--- src/rtl/tetris_pkg.sv ---
// Shared tetromino definitions: piece encodings, bag size and the draw FSM states.
package tetris_pkg;

  localparam int NUM_PIECES = 7;
  localparam int PIECE_W    = 3;

  typedef logic [NUM_PIECES-1:0] bag_mask_t;

  localparam bag_mask_t FULL_BAG = 7'h7F;

  typedef enum logic [PIECE_W-1:0] {
    PIECE_I = 3'd0,
    PIECE_O = 3'd1,
    PIECE_T = 3'd2,
    PIECE_S = 3'd3,
    PIECE_Z = 3'd4,
    PIECE_J = 3'd5,
    PIECE_L = 3'd6
  } piece_e;

  typedef enum logic [1:0] {
    ST_PRIME,
    ST_READY,
    ST_DRAW
  } bag_state_e;

  // One-hot mask bit for a piece; the unused code 7 maps to no bit.
  function automatic bag_mask_t piece_bit(logic [PIECE_W-1:0] id);
    bag_mask_t b;
    for (int k = 0; k < NUM_PIECES; k++) begin
      b[k] = (32'(id) == k);
    end
    return b;
  endfunction

endpackage

--- src/rtl/piece_bag_if.sv ---
// Consumer-facing bundle of the piece bag: random source, request and delivered/preview piece.
interface piece_bag_if;
  import tetris_pkg::*;

  logic [7:0]         rand_in;
  logic               req;
  logic               busy;
  logic               piece_valid;
  logic [PIECE_W-1:0] piece_id;
  logic               next_valid;
  logic [PIECE_W-1:0] next_id;

  modport master (
    output rand_in, req,
    input  busy, piece_valid, piece_id, next_valid, next_id
  );

  modport slave (
    input  rand_in, req,
    output busy, piece_valid, piece_id, next_valid, next_id
  );
endinterface

--- src/rtl/piece_prio_enc.sv ---
// Lowest-set-bit encoder over the remaining-piece mask, used for the forced draw.
module piece_prio_enc
  import tetris_pkg::*;
(
  input  bag_mask_t          mask,
  output logic [PIECE_W-1:0] lowest_idx
);

  always_comb begin
    lowest_idx = '0;
    for (int k = NUM_PIECES - 1; k >= 0; k--) begin
      if (mask[k]) lowest_idx = PIECE_W'(k);
    end
  end

endmodule

--- src/rtl/piece_bag.sv ---
// 7-bag tetromino randomizer with a one-piece preview slot and bounded-retry draws.
module piece_bag
  import tetris_pkg::*;
#(
  parameter int MAX_REJECT = 8
) (
  input  logic        clk,
  input  logic        rst_n,
  piece_bag_if.slave  bus
);

  localparam int              REJ_W     = 4;
  localparam logic [REJ_W-1:0] REJ_LIMIT = REJ_W'(MAX_REJECT - 1);

  bag_state_e         state_q, state_d;
  bag_mask_t          mask_q, mask_d;
  logic [REJ_W-1:0]   rej_q, rej_d;
  logic               busy_q, busy_d;
  logic               piece_valid_q, piece_valid_d;
  logic [PIECE_W-1:0] piece_id_q, piece_id_d;
  logic               next_valid_q, next_valid_d;
  logic [PIECE_W-1:0] next_id_q, next_id_d;

  logic [PIECE_W-1:0] cand;
  logic [PIECE_W-1:0] lowest_idx;
  logic [PIECE_W-1:0] chosen;
  logic [NUM_PIECES:0] mask_ext;
  logic               cand_ok;
  logic               forced;
  logic               draw_accept;
  bag_mask_t          mask_cleared;

  piece_prio_enc u_prio_enc (
    .mask       (mask_q),
    .lowest_idx (lowest_idx)
  );

  // Code 7 lands on the zero pad bit, so it is rejected without a separate compare.
  assign cand         = bus.rand_in[PIECE_W-1:0];
  assign mask_ext     = {1'b0, mask_q};
  assign cand_ok      = mask_ext[cand];
  assign forced       = (rej_q == REJ_LIMIT);
  assign draw_accept  = forced || cand_ok;
  assign chosen       = forced ? lowest_idx : cand;
  assign mask_cleared = mask_q & ~piece_bit(chosen);

  always_comb begin
    state_d       = state_q;
    mask_d        = mask_q;
    rej_d         = rej_q;
    busy_d        = busy_q;
    piece_valid_d = 1'b0;
    piece_id_d    = piece_id_q;
    next_valid_d  = next_valid_q;
    next_id_d     = next_id_q;

    unique case (state_q)
      ST_PRIME, ST_DRAW: begin
        if (draw_accept) begin
          next_id_d    = chosen;
          next_valid_d = 1'b1;
          mask_d       = (mask_cleared == '0) ? FULL_BAG : mask_cleared;
          rej_d        = '0;
          busy_d       = 1'b0;
          state_d      = ST_READY;
        end else begin
          rej_d = rej_q + 1'b1;
        end
      end
      ST_READY: begin
        if (bus.req) begin
          piece_valid_d = 1'b1;
          piece_id_d    = next_id_q;
          next_valid_d  = 1'b0;
          busy_d        = 1'b1;
          state_d       = ST_DRAW;
        end
      end
      default: begin
        state_d = ST_PRIME;
        busy_d  = 1'b1;
      end
    endcase
  end

  always_ff @(posedge clk) begin
    if (!rst_n) begin
      state_q       <= ST_PRIME;
      mask_q        <= FULL_BAG;
      rej_q         <= '0;
      busy_q        <= 1'b1;
      piece_valid_q <= 1'b0;
      piece_id_q    <= '0;
      next_valid_q  <= 1'b0;
      next_id_q     <= '0;
    end else begin
      state_q       <= state_d;
      mask_q        <= mask_d;
      rej_q         <= rej_d;
      busy_q        <= busy_d;
      piece_valid_q <= piece_valid_d;
      piece_id_q    <= piece_id_d;
      next_valid_q  <= next_valid_d;
      next_id_q     <= next_id_d;
    end
  end

  assign bus.busy        = busy_q;
  assign bus.piece_valid = piece_valid_q;
  assign bus.piece_id    = piece_id_q;
  assign bus.next_valid  = next_valid_q;
  assign bus.next_id     = next_id_q;

endmodule

--- src/flat_wrapper.sv ---
// flat-port wrapper written by rule: the top's interface ports become plain ports
module piece_bag_flat import tetris_pkg::*;
#(
  parameter int MAX_REJECT = 8
)
  (clk, rst_n, bus_rand_in, bus_req, bus_busy, bus_piece_valid, bus_piece_id, bus_next_valid, bus_next_id);
  piece_bag_if bus_i ();
  input  logic clk;
  input  logic rst_n;
  input wire logic [$bits(bus_i.rand_in)-1:0] bus_rand_in;
  input wire logic [$bits(bus_i.req)-1:0] bus_req;
  output wire logic [$bits(bus_i.busy)-1:0] bus_busy;
  output wire logic [$bits(bus_i.piece_valid)-1:0] bus_piece_valid;
  output wire logic [$bits(bus_i.piece_id)-1:0] bus_piece_id;
  output wire logic [$bits(bus_i.next_valid)-1:0] bus_next_valid;
  output wire logic [$bits(bus_i.next_id)-1:0] bus_next_id;
  assign bus_i.rand_in = bus_rand_in;
  assign bus_i.req = bus_req;
  assign bus_busy = bus_i.busy;
  assign bus_piece_valid = bus_i.piece_valid;
  assign bus_piece_id = bus_i.piece_id;
  assign bus_next_valid = bus_i.next_valid;
  assign bus_next_id = bus_i.next_id;
  piece_bag #(.MAX_REJECT(MAX_REJECT)) u_core (.clk(clk), .rst_n(rst_n), .bus(bus_i));
endmodule
--- config.mk ---
export PLATFORM = sky130hd
export DESIGN_NAME = piece_bag_flat
export DESIGN_NICKNAME = d
export VERILOG_FILES = /design/src/rtl/tetris_pkg.sv /design/src/rtl/piece_bag_if.sv /design/src/rtl/piece_prio_enc.sv /design/src/rtl/piece_bag.sv /design/src/flat_wrapper.sv
export SDC_FILE = /design/constraint.sdc
export NUM_CORES = 1
export LEC_CHECK = 0
export ABC_AREA = 1
export CAP_MARGIN = 0
export CORE_MARGIN = 2
export CORE_UTILIZATION = 47
export CTS_BUF_LIST = sky130_fd_sc_hd__clkbuf_16
export DETAILED_ROUTE_END_ITERATION = 8
export GPL_ROUTABILITY_DRIVEN = 0
export PLACE_DENSITY_LB_ADDON = 0.08
export SLEW_MARGIN = 20
export SYNTH_ARGS = -nofsm -noshare
export SYNTH_HDL_FRONTEND = slang
export SYNTH_SLANG_ARGS = --single-unit
export TNS_END_PERCENT = 20
--- constraint.sdc ---
create_clock -name clk -period 1.6 [get_ports clk]
set_clock_uncertainty 0.1 [all_clocks]
set_input_delay 0.32 -clock clk [delete_from_list [all_inputs] [get_ports clk]]
set_output_delay 0.32 -clock clk [all_outputs]
set_load 0.01 [all_outputs]
# Word level (Yosys, flattened, before mapping)
# Cells that the tools add are included.
[op_classes]
eq_ne = 11
n_mux = 22
bitwise = 2
n_reduce_logical = 11
n_lt_le_gt_ge = 1
addsub = 1
[op_table]
columns = ["op", "n"]
rows = [
  ["$mux 3", 8],
  ["$eq 3x3->1 const B", 3],
  ["$reduce_and 2->1", 4],
  ["$and 7x7->7", 1],
  ["$logic_not 7->1", 1],
  ["$mux 7", 1],
  ["$not 7->7", 1],
  ["$eq 3x2->1 const B", 2],
  ["$mux 1", 6],
  ["$add 4x1->4 const B", 1],
  ["$eq 4x3->1 const B", 1],
  ["$lt 3x4->1 const B", 1],
  ["$mux 2", 2],
  ["$mux 4", 1],
  ["$pmux 1 s2", 2],
  ["$pmux 2 s2", 1],
  ["$bmux 1 s3", 1],
  ["$eq 3x1->1 const B", 1],
  ["$logic_not 3->1", 1],
  ["$reduce_and 3->1", 1],
  ["$eq 2x1->1 const B", 1],
  ["$eq 2x2->1 const B", 1],
  ["$logic_not 2->1", 1],
  ["$ne 2x1->1 const B", 1],
  ["4 further kinds", 4],
]
[totals]
output_inout_bits = 9
elab_cells = 56
inputBits = 11
reg_bits = 22

# Longest topological paths before layout
[logic_depth]
word_depth = 13
ltp_mapped = 13
mapped_depth_nobuf = 13

# Modules after synthesis
# Synthesis repeated with hierarchy kept, for this count alone.
[unflattened]
cells_unflattened = 184
area_unflattened_um2 = 1183.6
[by_module_without_submodules]
columns = ["mod", "cells_each", "area_per_inst_um2", "seq_area_each_um2", "instances"]
rows = [
  ["piece_bag", 169, 1119.8, 440.4, 1],
  ["piece_prio_enc", 15, 63.8, 0.0, 1],
]

# Worst setup path after synthesis
# Ideal clock, no wire load.
[synth_timing]
kind = "reg2reg"
from = "register u_core.rej_q[1]"
to = "register u_core.mask_q[6]"
period_less_slack_ns = 1.686
setup_slack_ns = -0.086
path_buffers = 0
arrival_time_ns = 1.520
required_time_ns = 1.434
path_stages_with_launch = 12
path_cell_list = "dfxtp_1 -> ha_1 -> nand2_2 -> nor2_4 -> nand2_2 -> o21ai_2 -> nand3_1 -> nand2_2 -> nand2_2 -> nor2_4 -> nand2_4 -> a21oi_2"
[synth_via]
elab_chain_cells = 7
word_cells_on_any_way = 15
[synth_rtl]
columns = ["element", "line_no", "source"]
rows = [
  ["start, declared", "piece_bag.sv:17", "logic [REJ_W-1:0] rej_q, rej_d;"],
  ["start signal, assigned", "piece_bag.sv:99", "rej_q <= rej_d;"],
  ["$eq 4x3->1 (*)", "piece_bag.sv:42", "assign forced = (rej_q == REJ_LIMIT);"],
  ["$mux 3", "piece_bag.sv:44", "assign chosen = forced ? lowest_idx : cand;"],
  ["$eq 3x1->1, or another cell as far along", "tetris_pkg.sv:31", "b[k] = (32'(id) == k);"],
  ["$not 7->7", "piece_bag.sv:45", "assign mask_cleared = mask_q & ~piece_bit(chosen);"],
  ["$and 7x7->7", "piece_bag.sv:45", ""],
  ["$logic_not 7->1", "piece_bag.sv:62", "mask_d = (mask_cleared == '0) ? FULL_BAG : mask_cleared;"],
  ["$mux 7", "piece_bag.sv:62", ""],
  ["end signal, assigned", "piece_bag.sv:98", "mask_q <= mask_d;"],
  ["end, declared", "piece_bag.sv:16", "bag_mask_t mask_q, mask_d;"],
]
# Every way passes the cells marked *; elsewhere a longest branch is shown, timed or not.
# A chain may end at the register's enable or synchronous reset.

# Final worst setup path
[layout_timing]
from = "input port bus_rand_in[1]"
to = "register u_core.mask_q[6]"
[layout_via]
elab_chain_cells = 6
word_cells_on_any_way = 16
[layout_rtl]
columns = ["element", "line_no", "source"]
rows = [
  ["start, declared", "flat_wrapper.sv:10", "input wire logic [$bits(bus_i.rand_in)-1:0] bus_rand_in;"],
  ["$mux 3", "piece_bag.sv:44", ""],
  ["$eq 3x1->1, or another cell as far along", "tetris_pkg.sv:31", ""],
  ["$not 7->7", "piece_bag.sv:45", ""],
  ["$and 7x7->7", "piece_bag.sv:45", ""],
  ["$logic_not 7->1", "piece_bag.sv:62", ""],
  ["$mux 7", "piece_bag.sv:62", ""],
]
# Several ways; a longest one is shown, not always the timed one. The select of a mux whose other input is x is not followed.

==> run metrics <==
Worst setup SP type=input port; WHS=0.368 ns; Crit path depth=10; Hold WC Path Type=reg2reg; ys async rst share=0%; Max clock buf depth=2; std cell rows=18; final instance area=1840 sq um; Slew HR=80.2%; critical path class=in2reg; Antenna Cells=0; DR pass1 iterations=4; sequential area share after synthesis=36.0%; Setup WS post-layout=-0.287 ns; PwrDens=918 nW/um^2; die height=55.0 microns; syn nets=182; H-tree level count=1; Post-Syn Area=1220 sq um; clk_lat worst skew=0.26 ns; CP Capture Type=flop; top-area cell type share of the netlist area=36.0%; Die ar.=3030 sq um; Vias=1,227; Seq cells post-synth=22; FMAX=530 MHz; CTS Root Cell=clkbuf_16; Final period util=118%; CP arrival=1.98 ns; worst setup path endpoint=u_core.mask_q[6]$_SDFFE_PN1P_; total CTS buffers=3; Vias/cell=5.03; CTS Hold Bufs=0; Worst Setup SP=bus_rand_in[1]; post-route ant nets=0; Worst Reg2Reg Path Length in Cells=11; total chip power=1.69 mW; Synth-to-Final Area Change=50.2%; reg2reg end=u_core.mask_q[6]$_SDFFE_PN1P_; RSZ-0062 raised after global routing=yes; Worst EP required=1.69 ns; CP max stage delay=0.53 ns; PortBufs=14; Slew Limit Fails=0; syn avg cell area=7.20 sq um; Syn Inst Count=170; Final TNS setup=-2.78 ns; placed cell area=1560 sq um; initial antenna violation count=0; synth top area cells=dfxtp_1, nand2_1, nor2_1; Initial Utilization=49.4%; Final Hold Fails=0; Synth warnings=0; largest net degree at the start of global routing=14; Die X=55.0 microns; CP Buf/Inv Count=3; ys flop type=dfxtp_1; top cell type by total area after synthesis=dfxtp_1; max cap viols=0; Net count, final=227; synth unique cells=26; total global-route track usage=24.8%; cell at the slowest stage of the critical path=clkdlybuf4s50_1; peak supply drop=813 uV; clock-pin slew on the worst setup and hold paths=0.06 ns; flop-to-flop setup slack=-0.27 ns; final WL=3310 microns; CTS tree=done; Wirelength per Cell=13.6 microns; Final Setup Violations=16; DR iter-0 viols=29; share of cells above drive strength 1=41.1%; Clock Sinks=22; floorplan core area=2480 sq um; crit path time final=1.89 ns; Overflow after GRT=0; failing checks=setup timing; Post-DP HPWL=2260 microns; crit-path cells=clkdlybuf4s50_1 > inv_2 > buf_4 > nor2_1 > a21oi_4 > nor2_1 > a21oi_2 > nor2_4 > nand2_4 > a21oi_2; first-pass GRT wire length=5240 microns; Commonest cells post-synth=nand2_1, nor2_1, dfxtp_1, inv_1, nand3_1; vias in the first global route=1,194; Post-synth EDFFs=0; drt drc=0; Slew @ Worst Pin=0.296 ns; outcome=complete, but fails checks; family with the most delay on the worst path=buffers and inverters; r2r startpoint=u_core.rej_q[0]$_SDFFE_PN0N_; Leak=0.858 nW; CP max FO=7; I/O pins=20; cell with the most instances after synthesis=nand2_1
==> metal layers <==
metal	global-route usage, %	up-vias	part of all wire [%]
met2	43.8	17	50
met5	0	-	0
met4	8.54	0	1.1
met3	4.30	4	3.1
li1	-	636	-
met1	30.3	570	45
==> power by group <==
part	internal (mW)	switching (mW)
registers	0.590	0.0331
logic	0.162	0.202
clock network	0.497	0.203
total	1.25	0.437
==> placed cells by master (no fill, tap or decap), drive strengths merged, types with 2 or more instances in the layout <==
master	synthesis	routed
nand2	39	39
nor2	28	28
buf	0	27
inv	24	24
dfxtp	22	22
a21oi	21	21
nand3	17	17
clkdlybuf4s50	0	10
o21ai	7	7
clkbuf	1	3
dlygate4sd2	0	3
xor2	2	2
or2	2	2
==> what timing repair did <==
action	4_1_cts	5_1_grt
setup buffers	3	4
setup endpoints to repair	18	18
pin swaps	13	15
gates resized for setup	12	24
==> registers in the layout, summed over array words and instances, names as in the netlist <==
| name | count |
|---|---|
| u_core.bus.busy | 1 |
| u_core.bus.next_id | 3 |
| u_core.bus.next_valid | 1 |
| u_core.bus.piece_id | 3 |
| u_core.bus.piece_valid | 1 |
| u_core.mask_q | 7 |
| u_core.rej_q | 4 |
| u_core.state_q | 2 |
==> metrics by stage <==
stage | utilization, % | std cells | worst slack (ns)
after floorplan | - | 170 | -0.0615
after global placement | 63.1 | 233 | -0.507
after detailed placement | 63.1 | 233 | -0.565
after CTS | 69.4 | 240 | -0.283
after global routing | 74.2 | 244 | -0.356
final | 74.2 | 244 | -0.287
==> cells by family (layout without fill, tap and decap cells) <==
| logic type | after synthesis | count (layout) | synth area share (%) |
|---|---|---|---|
| buf+inv | 26 | 70 | 7.98 |
| flops | 22 | 22 | 36.0 |
| fa+ha+maj | 1 | 1 | 1.02 |
| xor+xnor | 2 | 2 | 1.43 |
| compound gates | 31 | 31 | 17.4 |
| simple gates | 88 | 88 | 36.2 |
==> layout make-up <==
type | count | area, sq um
clock buffers | 3 | 75.1
clock inverters | 1 | 30.0
fillers | 196 | 639
inverters | 25 | 96.3
multi-input cells | 122 | 815
flip-flops and latches | 22 | 443
well taps | 30 | 37.5
repair buffers | 41 | 342
==> worst register-to-register path, cell delays in order (launching register included) <==
cell	delay [ns]
dfxtp_2	0.35
ha_4	0.16
nand2_4	0.05
nor2_4	0.18
nor2_1	0.09
a21oi_4	0.20
nand3_1	0.12
nand2_2	0.10
nand2_2	0.08
nor2_4	0.10
nand2_4	0.11
a21oi_2	0.16
==> worst min-delay path by stage <==
stage	from	end	slack, ns	cells past startpoint
detailed placement	u_core.bus.piece_id[0]$_SDFFE_PN0P_	u_core.bus.piece_id[0]$_SDFFE_PN0P_	0.36	2
global placement	u_core.bus.piece_id[0]$_SDFFE_PN0P_	u_core.bus.piece_id[0]$_SDFFE_PN0P_	0.35	2
global route	u_core.bus.piece_id[0]$_SDFFE_PN0P_	u_core.bus.piece_id[0]$_SDFFE_PN0P_	0.38	2
finish	u_core.state_q[1]$_SDFFE_PN0P_	u_core.state_q[1]$_SDFFE_PN0P_	0.37	2
CTS	u_core.state_q[1]$_SDFFE_PN0P_	u_core.state_q[1]$_SDFFE_PN0P_	0.37	2
floorplan	rst_n	u_core.bus.busy$_SDFFE_PN1P_	0.32	1
Power figures use the tool's default switching activity.
==> RTL edit 1, RTL diff (config.mk and constraints unchanged) <==
The localparam `REJ_W` goes from 4 to 5.
--- a/src/rtl/piece_bag.sv
+++ b/src/rtl/piece_bag.sv
@@ -9,7 +9,7 @@
   piece_bag_if.slave  bus
 );
 
-  localparam int              REJ_W     = 4;
+  localparam int              REJ_W     = 5;
   localparam logic [REJ_W-1:0] REJ_LIMIT = REJ_W'(MAX_REJECT - 1);
 
   bag_state_e         state_q, state_d;
Behaviour: same outputs for any inputs over 10 cycles, from zero or initial values and one cycle with rst_n low; that may be too few to reach the edited logic, so the function may still have changed.
==> RTL edit 1 against the unedited design <==
The flow still finishes with violations (negative setup slack). Cell area up 5.6%. Cell count up 5.3%. Sequential cell count up 1. Global-route usage down 1.5 points. Wire length up 17%. Count of clock-buffer cells in the layout unchanged. Power down 6.6%. Maximum frequency down 3.8%. Setup slack worse by 0.075 ns. Area after synthesis up 0.92%. Largest power group is now sequential cells. Highest routed layer unchanged.
==> RTL edit 1: results (changes against the unedited design) <==
Cells and area
  – Multi-input gate share of the layout cell area: 43.5% (was 44.3%)
  – Multi-input comb cells: 126 (was 122)
  – Finished Core Util: 78.3% (was 74.2%)
  – Post-Layout Inst Area: 0.00194 mm² (was 0.00184 mm²)
  – Register area: 463 µm² (was 443 µm²)
  – Share of cells above drive strength 1: 43.6% (was 41.1%)

Logic synthesis
  – Synth Area in Adders: 1.01% (was 1.02%)
  – Post-synth net total: 186 (was 182)
  – Largest cells by area after synthesis: dfxtp_1 (37%), nand2_1 (10%), inv_1 (5.8%) (was dfxtp_1 (36%), nand2_1 (7.7%), nor2_1 (7.4%))
  – Post-synthesis compound-gate area fraction: 17.7% (was 17.4%)
  – Netlist cell types: 24 (was 26)

Placement
  – Detail Placement HPWL: 2380 µm (was 2260 µm)

Timing
  – Worst hold margin: 0.369 ns (was 0.368 ns)
  – Setup TNS: -3.61 ns (was -2.78 ns)
  – Setup-failing EPs final: 18 (was 16)
  – Rel. slew slack: 81.6% (was 80.2%)
  – Worst setup margin: -0.362 ns (was -0.287 ns)

GRT
  – Met2 Use GR: 39.1% (was 43.8%)
  – Tot GR Track Use: 23.4% (was 24.8%)
  – First-pass GRT wire length: 5870 µm (was 5240 µm)
  – Number of global-route vias before repair: 1,338 (was 1,194)

Critical path
  – Highest net fanout along the worst path: 11 (was 7)

Routing
  – WL met2: 1920 µm (was 1670 µm)
  – Final wirelength: 3860 µm (was 3310 µm)
  – Met1 Wirelength: 1710 µm (was 1500 µm)
  – Wirelength per Cell: 15.0 µm (was 13.6 µm)
  – Met3 routed WL: 180 µm (was 103 µm)
  – Starting DRT DRC Count: 57 (was 29)

Power and ir drop
  – Worst vdd ir: 0.699 mV (was 0.813 mV)

Status
  – Failing checks: negative setup slack (unchanged)
  – Status: complete, but fails checks (unchanged)
[RTL edit 1: how the worst max path moves through the flow]
| stage | start | end | slack (ns) | cells past startpoint |
|---|---|---|---|---|
| floorplan | u_core.rej_q[0]$_SDFFE_PN0N_ | u_core.mask_q[0]$_SDFFE_PN1P_ | -0.08 | 13 |
| global placement | bus_rand_in[0] | u_core.rej_q[4]$_SDFFE_PN0N_ | -0.47 | 10 |
| detailed placement | bus_rand_in[0] | u_core.rej_q[3]$_SDFFE_PN0N_ | -0.54 | 10 |
| CTS | u_core.rej_q[0]$_SDFFE_PN0N_ | u_core.mask_q[0]$_SDFFE_PN1P_ | -0.26 | 11 |
| global route | u_core.rej_q[0]$_SDFFE_PN0N_ | u_core.mask_q[5]$_SDFFE_PN1P_ | -0.50 | 13 |
| finish | u_core.rej_q[0]$_SDFFE_PN0N_ | u_core.mask_q[5]$_SDFFE_PN1P_ | -0.36 | 13 |
[RTL edit 1: repair_timing]
action                     CTS  global route
setup endpoints to repair   20            21
buffers inserted             3             5
cloned                       1             0
pin swaps                    5            11
resized for setup           15            22
[RTL edit 1: power breakdown]
part	leakage [nW]	total, mW	internal (mW)	switching (mW)
registers	0.189	0.652	0.617	0.0354
logic	0.704	0.389	0.177	0.212
clock network	0.0409	0.534	0.336	0.198
total	0.934	1.57	1.13	0.445
[RTL edit 1: worst max-delay path, stage by stage (launching register included)]
cell and delay, ns:
dfxtp_2 0.36, ha_4 0.15, inv_4 0.04, nor2_4 0.11
nand2_4 0.10, inv_2 0.09, nor2_1 0.04, nand3_1 0.08
o21ai_2 0.07, inv_2 0.11, nand3_2 0.10, buf_12 0.16
a21oi_1 0.24, a21oi_2 0.09
==> RTL edit 2, RTL diff (same settings) <==
Made on the original files. The 3 states of `bag_state_e` get a one-hot encoding in 3 bits.
--- a/src/rtl/tetris_pkg.sv
+++ b/src/rtl/tetris_pkg.sv
@@ -18,10 +18,10 @@
     PIECE_L = 3'd6
   } piece_e;
 
-  typedef enum logic [1:0] {
-    ST_PRIME,
-    ST_READY,
-    ST_DRAW
+  typedef enum logic [2:0] {
+    ST_PRIME = 3'b001,
+    ST_READY = 3'b010,
+    ST_DRAW  = 3'b100
   } bag_state_e;
 
   // One-hot mask bit for a piece; the unused code 7 maps to no bit.
Formal check against the unedited RTL: no difference found for any inputs over 10 cycles, from zero or initial values and one cycle with rst_n low; not proved beyond that.
==> RTL edit 2 against the unedited design <==
The flow still finishes with violations (negative setup slack). Wire length is 6.4% lower. Setup slack worse by 0.0015 ns. Sequential cell count is 1 higher. Critical path depth is 3 higher. Maximum frequency hardly changed. Critical endpoint is now u_core.mask_q[4]$_SDFFE_PN1P_. Area after synthesis is 0.10% higher. Power is 3.2% higher. Cell area is 2.9% lower.
==> RTL edit 2: results (changes against the unedited design) <==
Status
  – Status: complete, but fails checks (unchanged)
  – Failing checks: negative setup slack (unchanged)

Timing
  – Setup-failing EPs final: 17 (was 16)
  – Worst hold margin: 0.377 ns (was 0.368 ns)
  – Setup TNS: -2.37 ns (was -2.78 ns)
  – Worst setup margin: -0.289 ns (was -0.287 ns)
  – Rel. slew slack: 82.3% (was 80.2%)

GRT
  – First-pass GRT wire length: 4860 µm (was 5240 µm)
  – Largest net degree at the start of global routing: 15 (was 14)
  – Met2 Use GR: 40.1% (was 43.8%)
  – Global Route met3 Usage: 3.49% (was 4.30%)
  – Number of global-route vias before repair: 1,196 (was 1,194)
  – Met1 GRT Util: 26.4% (was 30.3%)
  – Tot GR Track Use: 22.2% (was 24.8%)

Routing
  – Starting DRT DRC Count: 26 (was 29)
  – Wirelength per Cell: 12.7 µm (was 13.6 µm)
  – Vias: 1,274 (was 1,227)

Placement
  – Detail Placement HPWL: 2220 µm (was 2260 µm)
  – Placed inst area: 0.00162 mm² (was 0.00156 mm²)
  – DP Worst Slack: -0.558 ns (was -0.565 ns)

Power and ir drop
  – Leak Pwr: 0.809 nW (was 0.858 nW)
  – Combinational power: 0.486 mW (was 0.364 mW)
  – Worst vdd ir: 0.895 mV (was 0.813 mV)
  – Int Pwr: 1.21 mW (was 1.25 mW)
  – Clk pwr: 0.571 mW (was 0.699 mW)

Critical path
  – Reg2reg start: u_core.rej_q[1]$_SDFFE_PN0P_ (was u_core.rej_q[0]$_SDFFE_PN0N_)
  – Register-to-Register Path Depth: 13 (was 11)
  – Worst path slowest cell: dfxtp_2 (was clkdlybuf4s50_1)
  – Crit-path leading delay family: simple AND/OR/NAND/NOR gates (was buffers and inverters)
  – Bufs and invs on worst path: 1 (was 3)

Logic synthesis
  – Post-synth net total: 180 (was 182)
  – Netlist cell types: 23 (was 26)
  – Sequential share of the synthesized area: 37.6% (was 36.0%)
  – Synth Area in XOR/XNOR: 1.43% (about the same)
  – Synth top cells by count: nand2_1 (25), dfxtp_1 (23), inv_1 (22), nor2_1 (19), a21oi_1 (18) (was nand2_1 (25), nor2_1 (24), dfxtp_1 (22), inv_1 (22), nand3_1 (15))
  – Post-Syn Instances: 168 (was 170)
  – Post-synthesis compound-gate area fraction: 19.4% (was 17.4%)
  – Synth Area in Adders: 1.02% (about the same)

Cells and area
  – Share of cells above drive strength 1: 33.6% (was 41.1%)

Worst hold path
  – Hold Crit Start: u_core.bus.next_id[0]$_SDFFE_PN0P_ (was u_core.state_q[1]$_SDFFE_PN0P_)
  – End of the worst hold path: u_core.bus.next_id[0]$_SDFFE_PN0P_ (was u_core.state_q[1]$_SDFFE_PN0P_)
## RTL edit 2: how the worst max path moves through the flow
stage                                  from  slack, ns                       endpoint  depth (start not counted)
5_1_grt        u_core.rej_q[0]$_SDFFE_PN0P_      -0.39  u_core.mask_q[4]$_SDFFE_PN1P_                         13
2_1_floorplan  u_core.rej_q[1]$_SDFFE_PN0P_      -0.09  u_core.mask_q[0]$_SDFFE_PN1P_                         13
4_1_cts        u_core.rej_q[0]$_SDFFE_PN0P_      -0.24  u_core.mask_q[4]$_SDFFE_PN1P_                         12
6_report       u_core.rej_q[1]$_SDFFE_PN0P_      -0.29  u_core.mask_q[4]$_SDFFE_PN1P_                         13
3_5_place_dp                 bus_rand_in[0]      -0.56  u_core.mask_q[0]$_SDFFE_PN1P_                         10
3_3_place_gp                 bus_rand_in[0]      -0.51  u_core.mask_q[4]$_SDFFE_PN1P_                         10
## RTL edit 2: final cells by class
class	count	area, µm²
Clock buffer	3	75.1
Clock inverter	1	7.51
Fill cell	197	693
Inverter	24	92.6
Multi-Input combinational cell	120	749
Sequential cell	23	463
Tap cell	30	37.5
Timing Repair Buffer	43	359
## RTL edit 2: tightest hold or removal path, delay by kind of cell, from the launching register on
family | cells | cell delay, ns
flops | 1 | 0.31
buf+inv | 1 | 0.06
compound gates | 1 | 0.06
## RTL edit 2: routing by layer
metal / wire length (µm) / up-vias / share of wire, %
met3: 98 / 5 / 3.2
met1: 1410 / 600 / 46
met5: 0 / - / 0
met2: 1550 / 28 / 50
met4: 33 / 0 / 1.1
li1: - / 641 / -
## RTL edit 2: what timing repair did
action                     CTS  global route
setup endpoints to repair   18            18
resized for setup            8             9
buffers inserted             3             0
pin swaps                    2             0
gates cloned                 0             0
